--- src/rtl/cam_pkg.sv ---
// Shared types and constants for the security-monitor camera view controller.
package cam_pkg;

    localparam int unsigned NUM_CAMS      = 6;
    localparam int unsigned CAM_W         = 3;
    localparam int unsigned WORDS_PER_CAM = 57600;
    localparam int unsigned ADDR_W        = 19;

    localparam logic [CAM_W-1:0] CAM_HALLWAY = 3'd0;
    localparam logic [CAM_W-1:0] CAM_LAB     = 3'd1;
    localparam logic [CAM_W-1:0] CAM_STORAGE = 3'd2;
    localparam logic [CAM_W-1:0] CAM_VENTS   = 3'd3;
    localparam logic [CAM_W-1:0] CAM_OFFICE  = 3'd4;
    localparam logic [CAM_W-1:0] CAM_EXIT    = 3'd5;

    typedef enum logic [2:0] {
        StIdle,
        StOpen,
        StShow,
        StPend,
        StSwitch
    } cam_state_e;

    // Largest base is 5*57600 = 288000, which fits in ADDR_W bits without wrapping.
    function automatic logic [ADDR_W-1:0] cam_base(input logic [CAM_W-1:0] id);
        return ADDR_W'(id) * ADDR_W'(WORDS_PER_CAM);
    endfunction

endpackage

--- src/rtl/static_lfsr.sv ---
// 16-bit Fibonacci LFSR (taps 16,14,13,11) producing per-pixel static intensity.
module static_lfsr #(
    parameter logic [15:0] SEED = 16'hACE1
) (
    input  logic       clk_i,
    input  logic       rst_i,
    input  logic       en_i,
    output logic [3:0] level_o
);

    logic [15:0] lfsr_q, lfsr_d;
    logic [3:0]  level_q;

    always_comb begin
        lfsr_d = {lfsr_q[14:0], lfsr_q[15] ^ lfsr_q[13] ^ lfsr_q[12] ^ lfsr_q[10]};
    end

    // Level has its own register so it can reset to zero independently of the seed.
    always_ff @(posedge clk_i or posedge rst_i) begin
        if (rst_i) begin
            lfsr_q  <= SEED;
            level_q <= 4'd0;
        end else if (en_i) begin
            lfsr_q  <= lfsr_d;
            level_q <= lfsr_d[3:0];
        end
    end

    assign level_o = level_q;

endmodule

--- src/rtl/cam_view_ctrl.sv ---
// Camera-feed sequencer: applies camera switches on frame boundaries with static frames.
module cam_view_ctrl
    import cam_pkg::*;
#(
    parameter int unsigned STATIC_FRAMES = 4,
    parameter int unsigned OPEN_FRAMES   = 8,
    parameter logic [15:0] LFSR_SEED     = 16'hACE1
) (
    input  logic              vga_clk_i,
    input  logic              reset_i,
    input  logic              frame_start_i,
    input  logic              monitor_up_i,
    input  logic              req_valid_i,
    input  logic [CAM_W-1:0]  req_id_i,
    output logic              req_ready_o,
    output logic [CAM_W-1:0]  cam_sel_o,
    output logic [ADDR_W-1:0] rom_base_o,
    output logic              static_en_o,
    output logic [3:0]        static_level_o,
    output logic              busy_o,
    output logic              req_err_o
);

    if (OPEN_FRAMES > 15 || OPEN_FRAMES < 1 || STATIC_FRAMES > 15 || STATIC_FRAMES < 1)
    begin : g_frames_bad
        $error("cam_view_ctrl: OPEN_FRAMES and STATIC_FRAMES must be in 1..15");
    end

    localparam logic [3:0] OpenLast   = 4'(OPEN_FRAMES);
    localparam logic [3:0] SwitchLast = 4'(STATIC_FRAMES);

    cam_state_e        state_q;
    logic [CAM_W-1:0]  cam_sel_q, pend_q;
    logic [ADDR_W-1:0] rom_base_q;
    logic              static_en_q, req_ready_q, busy_q, req_err_q, arm_q;
    logic [3:0]        cnt_q, cnt_inc;
    logic              hs;

    always_comb begin
        cnt_inc = (cnt_q == 4'hF) ? 4'hF : cnt_q + 4'd1;
        hs      = req_valid_i && req_ready_q;
    end

    always_ff @(posedge vga_clk_i or posedge reset_i) begin
        if (reset_i) begin
            state_q     <= StIdle;
            cam_sel_q   <= '0;
            rom_base_q  <= '0;
            static_en_q <= 1'b0;
            req_ready_q <= 1'b0;
            busy_q      <= 1'b1;
            req_err_q   <= 1'b0;
            cnt_q       <= 4'd0;
            pend_q      <= '0;
            arm_q       <= 1'b0;
        end else begin
            req_err_q <= 1'b0;
            // Monitor drop overrides every other event, including frame_start.
            if (state_q != StIdle && !monitor_up_i) begin
                state_q     <= StIdle;
                static_en_q <= 1'b0;
                req_ready_q <= 1'b0;
                busy_q      <= 1'b1;
                cnt_q       <= 4'd0;
                pend_q      <= '0;
                arm_q       <= 1'b0;
            end else begin
                unique case (state_q)
                    StIdle: begin
                        if (monitor_up_i) arm_q <= 1'b1;
                        if (frame_start_i && (arm_q || monitor_up_i)) begin
                            state_q     <= StOpen;
                            static_en_q <= 1'b1;
                            cnt_q       <= 4'd0;
                            arm_q       <= 1'b0;
                        end
                    end
                    StOpen: begin
                        if (frame_start_i) begin
                            cnt_q <= cnt_inc;
                            if (cnt_inc == OpenLast) begin
                                state_q     <= StShow;
                                static_en_q <= 1'b0;
                                req_ready_q <= 1'b1;
                                busy_q      <= 1'b0;
                            end
                        end
                    end
                    StShow: begin
                        if (hs) begin
                            if (32'(req_id_i) >= NUM_CAMS) begin
                                req_err_q <= 1'b1;
                            end else if (req_id_i != cam_sel_q) begin
                                pend_q      <= req_id_i;
                                state_q     <= StPend;
                                req_ready_q <= 1'b0;
                                busy_q      <= 1'b1;
                            end
                        end
                    end
                    StPend: begin
                        if (frame_start_i) begin
                            cam_sel_q   <= pend_q;
                            rom_base_q  <= cam_base(pend_q);
                            static_en_q <= 1'b1;
                            cnt_q       <= 4'd0;
                            state_q     <= StSwitch;
                        end
                    end
                    StSwitch: begin
                        if (frame_start_i) begin
                            cnt_q <= cnt_inc;
                            if (cnt_inc == SwitchLast) begin
                                state_q     <= StShow;
                                static_en_q <= 1'b0;
                                req_ready_q <= 1'b1;
                                busy_q      <= 1'b0;
                            end
                        end
                    end
                    default: state_q <= StIdle;
                endcase
            end
        end
    end

    static_lfsr #(
        .SEED (LFSR_SEED)
    ) u_static_lfsr (
        .clk_i   (vga_clk_i),
        .rst_i   (reset_i),
        .en_i    (static_en_q),
        .level_o (static_level_o)
    );

    assign req_ready_o = req_ready_q;
    assign cam_sel_o   = cam_sel_q;
    assign rom_base_o  = rom_base_q;
    assign static_en_o = static_en_q;
    assign busy_o      = busy_q;
    assign req_err_o   = req_err_q;

endmodule

--- config.mk ---
export PLATFORM = sky130hd
export DESIGN_NAME = cam_view_ctrl
export DESIGN_NICKNAME = d
export VERILOG_FILES = /design/src/rtl/cam_pkg.sv /design/src/rtl/static_lfsr.sv /design/src/rtl/cam_view_ctrl.sv
export SDC_FILE = /design/constraint.sdc
export NUM_CORES = 1
export LEC_CHECK = 0
export BUFFER_PORTS_ARGS = -buffer_cell sky130_fd_sc_hd__buf_4
export CORE_AREA = 4 4 96 53
export CTS_CLUSTER_DIAMETER = 120
export DETAILED_ROUTE_END_ITERATION = 8
export DIE_AREA = 0 0 100 57
export PLACE_DENSITY = 0.77
export SYNTH_ARGS = -nofsm -noshare
export SYNTH_HDL_FRONTEND = slang
export SYNTH_SLANG_ARGS = --single-unit
--- constraint.sdc ---
create_clock -name vga_clk_i -period 2.7 [get_ports vga_clk_i]
set_clock_uncertainty 0.2 [all_clocks]
set_input_delay 0.54 -clock vga_clk_i [delete_from_list [all_inputs] [get_ports vga_clk_i]]
set_output_delay 0.54 -clock vga_clk_i [all_outputs]
set_load 0.02 [all_outputs]
==> flow_metrics.tcl, run 1 <==
set metrics [dict create \
    timing.final.crit_share_pct 91.0 \
    slowest_delay_ns 0.44 \
    synth_top_family_by_area "compound AO/OA/AOI/OAI gates" \
    synth-warning-count 0 \
    wl_um 4230 \
    synth_cell_type_count 51 \
    avgViaCountPerCell 5.06 \
    synthFlopType "dfrtp_1" \
    cts_hold_buf 0 \
    synth_compound_area_share_pct 13.7 \
    grt_max_degree 41 \
    cts_inserted_buffers 5 \
    ys_seq_elements 40 \
    grt_overflow 0 \
    port_buffers 27 \
    synth_edf_count 0 \
    grt_pass1_vias 1400 \
    synthXorXnorAreaFrac_pct 2.70 \
    wl_per_cell_um 14.6 \
    arrival_ns 2.43 \
    worst_pin_slew_ns 0.579 \
    rsz0062_at_grt "no" \
    antenna_found_initial 0 \
    ys_seq_area_share_pct 44.6 \
    vias 1467 \
    post-cts-setup-buffer-count 0 \
    htree_num_levels 2 \
    outcome "completed" \
    slowest_stage "dfrtp_1" \
    hold_violations 0 \
    clkSinkCount 40 \
    cts.clk_slew.worst_paths_ns 0.08 \
    rr_endpoint "state_q[0]" \
    leakagePower_uw 0.00118 \
    tns_ns 0 \
    start_kind "register" \
    finalSetupViolCount 0 \
    fp.dieH_um 57 \
    ctsResizeCount 0 \
    dp.cells 282 \
    r2r_start "cnt_q[0]" \
    nets 249 \
    synthSimpleGateAreaFrac_pct 11.7 \
    yosys-mux-area-fraction_pct 12.0 \
    synthArstFlopShare_pct 100 \
    antenna_left 0 \
    clockBufferDepth 2 \
    cts_tree "yes" \
    clock_latency_ns 0.29 \
    grt_pass1_wl_um 7040 \
    fmax_mhz 407 \
    required_ns 2.68 \
    area_growth_pct 11.2 \
    io_pins 38 \
    mostFrequentLayoutCells "dfrtp_1, buf_4, mux2_2" \
    grt_usage_pct 15.6 \
    place.gp.congestion 0.829 \
    yosys.area_share.adder_pct 5.95 \
    peakVddDrop_v 0.000523 \
    crit_path_end_kind "register" \
    p_per_area_mw_per_mm2 1230 \
    maxCapViolations 0 \
    drc 0 \
    path_cells "ha_1 > and2b_1 > or3b_4 > a32oi_4 > nand3_2 > mux2_4" \
    reg2reg_slack_ns 0.24 \
    synth_cells 211 \
    rr_worst_depth 6 \
    post-dp-hpwl_um 3140 \
    first_pass_iters 4 \
    syn_area_per_cell_um2 10.8 \
    final_max_slew_viol_count 0 \
    first_iter_violations 107 \
    coreArea_mm2 0.00423 \
    path_class "reg2reg" \
    drive_above_1_share_pct 33.0 \
    fin_cells 290 \
    start_util_pct 53.7 \
    min_period_ns 2.46 \
    relSlewSlack_pct 61.2 \
    worstPathMaxFanout 6 \
    synth_area_mm2 0.00227 \
    cts-root-buf "clkbuf_8" \
    num_antenna_cells 0 \
    die_w_um 100 \
    die_area_mm2 0.00570 \
    hp-class "in2async" \
    rows 17 \
]
logic make-up (layout without fill, tap and decap cells):
| logic type | Yosys count | in the layout |
|---|---|---|
| XOR/XNOR | 7 | 7 |
| flip-flops | 40 | 40 |
| buffers and inverters | 37 | 50 |
| multiplexers | 24 | 24 |
| AND/OR/NAND/NOR | 49 | 49 |
| AO/OA/AOI/OAI | 44 | 44 |
| adder cells (fa/ha/maj) | 9 | 9 |
| other | 1 | 10 |
worst max-delay path: cells and delay by family, from the launching register on:
family / cells / cell delay, ns
AO/OA/AOI/OAI: 1 / 0.30
flip-flops: 1 / 0.44
adder cells (fa/ha/maj): 1 / 0.32
multiplexers: 1 / 0.32
AND/OR/NAND/NOR: 3 / 0.76
worst max path at each step:
| stage | startpoint | endpoint | cells past startpoint |
|---|---|---|---|
| floorplan | cnt_q[0] | state_q[0] | 6 |
| global placement | cnt_q[0] | state_q[0] | 6 |
| detailed placement | cnt_q[0] | state_q[1] | 6 |
| CTS | cnt_q[0] | state_q[0] | 6 |
| global route | cnt_q[0] | state_q[0] | 6 |
| finish | cnt_q[0] | state_q[0] | 6 |
where the power goes:
group | leakage (µW) | switching, µW | internal (µW)
clock | 0.0000412 | 216 | 181
combinational | 0.000652 | 764 | 763
sequential | 0.000482 | 255 | 921
total | 0.00118 | 1230 | 1860
metrics by stage:
stage / setup WS [ns] / util [%] / hold slack (ns) / power, µW / instance area [µm²]
final: 0.244 / 59.7 / 0.165 / 3100 / 2520
after global routing: 0.148 / 59.7 / 0.233 / 3350 / 2520
after CTS: 0.251 / 59.7 / 0.181 / 3130 / 2520
after detailed placement: 0.266 / 57.6 / 0.269 / 2730 / 2440
after global placement: 0.303 / 57.6 / 0.261 / 2660 / 2440
after floorplan: 0.381 / - / 0.275 / 2300 / 2300
area by class of cell:
type	instances	area, µm²
Clock inverter	2	12.5
Tap cell	57	71.3
Sequential cell	40	1010
Clock buffer	6	72.6
Fill cell	371	1710
Multi-Input combinational cell	143	1080
Timing Repair Buffer	31	233
Inverter	11	41.3
cell usage after synthesis (all sizes together) (2+ instances only):
| master | instances | area [µm²] |
|---|---|---|
| a211oi | 2 | 15.0 |
| a21boi | 2 | 15.0 |
| a21o | 2 | 15.0 |
| a21oi | 11 | 55.1 |
| a22o | 2 | 17.5 |
| buf | 20 | 146 |
| clkbuf | 6 | 22.5 |
| dfrtp | 31 | 776 |
| dfstp | 9 | 236 |
| fa | 3 | 60.1 |
| ha | 6 | 75.1 |
| inv | 11 | 41.3 |
| mux2 | 22 | 251 |
| mux2i | 2 | 20.0 |
| nand2 | 15 | 56.3 |
| nand2b | 4 | 25.0 |
| nand3 | 4 | 25.0 |
| nor2 | 8 | 30.0 |
| nor2b | 2 | 12.5 |
| nor3 | 4 | 20.0 |
| nor3b | 2 | 15.0 |
| o21a | 2 | 15.0 |
| o21ai | 12 | 60.1 |
| xor2 | 6 | 52.6 |
layer usage:
metal / vias to the layer above / global-route usage (%) / wire, µm
li1: 742 / - / -
met1: 684 / 24.1 / 2200
met2: 36 / 20.9 / 1750
met3: 5 / 5.13 / 252
met4: 0 / 3.45 / 29
met5: - / 0 / 0
sequential cells by signal, indices dropped and copies added, names as in the netlist:
| name | cells |
|---|---|
| req_ready_o | 1 |
| u_static_lfsr.lfsr_q | 16 |
| req_err_o | 1 |
| static_en_o | 1 |
| rom_base_o | 6 |
| cam_sel_o | 2 |
| u_static_lfsr.level_o | 1 |
| cnt_q | 4 |
| busy_o | 1 |
| state_q | 3 |
| arm_q | 1 |
| pend_q | 3 |
(Power assumes the default switching activity.)
==> run 2: changes to the inputs <==
CORE_AREA = 4 4 93 51   (was 4 4 96 53)
DIE_AREA = 0 0 97 55   (was 0 0 100 57)
PLACE_DENSITY = 0.82   (was 0.77)
clock period = 2.9 ns   (was 2.7 ns; I/O delays follow)
==> run 2 against run 1 <==
Against the previous run:
- combinational power decreased by 9%
- clock power is 17% higher
- worst setup slack improved by 0.20 ns
- global-route usage grew 1.4 points
- via count grew 6.1%
- register-to-register slack improved by 0.20 ns
- utilization increased by 6.0 points
- critical path depth unchanged
- sequential cell count did not move
- critical path type unchanged
==> flow_metrics.tcl, run 2 (same netlist as run 1, synthesis figures left out) <==
set metrics [dict create \
    p_per_area_mw_per_mm2 1160 \
    cp_num_buf_inv 0 \
    clkSinkCount 40 \
    port_buffers 27 \
    regMostFlops "u_static_lfsr.lfsr_q" \
    tns_ns 0 \
    mostFrequentLayoutCells "dfrtp_1, buf_4, mux2_2" \
    cts.clk_slew.worst_paths_ns 0.08 \
    coreArea_mm2 0.00386 \
    crit_path_end_kind "register" \
    post-dp-hpwl_um 3090 \
    start_kind "register" \
    grt_usage_pct 17.0 \
    largest_reg_flops 16 \
    worstPathMaxFanout 7 \
    leakagePower_uw 0.00118 \
    cpLargestDelayFamily "simple AND/OR/NAND/NOR gates" \
    slowest_delay_ns 0.45 \
    timing.final.crit_share_pct 84.8 \
    drive_above_1_share_pct 32.9 \
    slowest_stage "dfrtp_1" \
    final_common_cell "dfrtp_1" \
    required_ns 2.88 \
    place.gp.congestion 0.821 \
    wl_per_cell_um 15.1 \
    area_growth_pct 11.7 \
    hp-class "in2async" \
    antenna_found_initial 0 \
    antenna_left 0 \
    grt_overflow 0 \
    post-cts-setup-buffer-count 0 \
    grt_max_degree 41 \
    die_area_mm2 0.00534 \
    grt_pass1_vias 1535 \
    drc 0 \
    cts_tree "yes" \
    ctsResizeCount 0 \
    first_pass_iters 4 \
    num_antenna_cells 0 \
    cts_hold_buf 0 \
    path_cells "ha_1 > and2b_1 > or3b_4 > a32oi_4 > nand3_2 > a211o_1" \
    htree_num_levels 2 \
    final_max_slew_viol_count 0 \
    cts_inserted_buffers 5 \
    die_w_um 97 \
    io_pins 38 \
    min_period_ns 2.46 \
    avgViaCountPerCell 5.46 \
    clockBufferDepth 2 \
    wl_um 4310 \
    fp.dieH_um 55 \
    fmax_mhz 407 \
    finalSetupViolCount 0 \
    outcome "completed" \
    cts-root-buf "clkbuf_8" \
    peakVddDrop_v 0.000586 \
    arrival_ns 2.44 \
    rsz0062_at_grt "no" \
    grt_pass1_wl_um 7110 \
    hold_violations 0 \
    clock_latency_ns 0.29 \
    rows 16 \
    maxCapViolations 0 \
    path_class "reg2reg" \
    reg2reg_slack_ns 0.44 \
    first_iter_violations 37 \
    start_util_pct 58.8 \
    vias 1557 \
    nets 247 \
    utilization_pct 65.7 \
]
==> run 2: cell count changes in the layout (fill, tap and decap cells not counted), sizes merged <==
cell,change
clkbuf,-1
buf,-2
clkinvlp,-1
clkinv,+1
bufinv,+1
==> run 2: tightest hold or removal path: cells and delay by family <==
family,cells,cell delay [ns]
buffers and inverters,3,0.57
==> run 2: worst paths after layout <==
kind / to / cells after the start / start
worst min-delay path: cnt_q[1] / 3 / reset_i
max in group asynchronous: u_static_lfsr.lfsr_q[11] / 3 / reset_i
worst max-delay path: state_q[1] / 6 / cnt_q[1]
worst min register to register: rom_base_o[17] / 2 / rom_base_o[17]
min in group vga_clk_i: rom_base_o[17] / 2 / rom_base_o[17]
worst max register to register: state_q[1] / 6 / cnt_q[1]
==> run 2: cell type report <==
cell class	instances	area [µm²]
clock buffer	5	68.8
clock inverter	3	47.5
fill	313	1330
inverter	11	41.3
multi-input combinational	143	1080
sequential	40	1010
tap	54	67.6
timing repair buffer	29	218
==> run 2: layer usage <==
metal / vias to the layer above / track usage, % / wire length, µm
met5: - / 0 / 0
met4: 0 / 5.36 / 59
met3: 9 / 5.01 / 287
met2: 58 / 31.8 / 2160
met1: 748 / 19.5 / 1810
li1: 742 / - / -
==> run 2: through the flow <==
stage / setup WS [ns] / instances / area (µm²) / total power (µW) / hold slack, ns
CTS: 0.437 / 285 / 2540 / 2970 / 0.217
detailed placement: 0.454 / 277 / 2420 / 2500 / 0.278
finish: 0.441 / 285 / 2540 / 2950 / 0.206
global route: 0.326 / 285 / 2540 / 3180 / 0.243
floorplan: 0.581 / 220 / 2300 / 2140 / 0.275
global placement: 0.534 / 277 / 2420 / 2430 / 0.265
==> run 2: power breakdown <==
group          internal (µW)  switching [µW]
clock network            259             207
registers                857             241
logic                    683             708
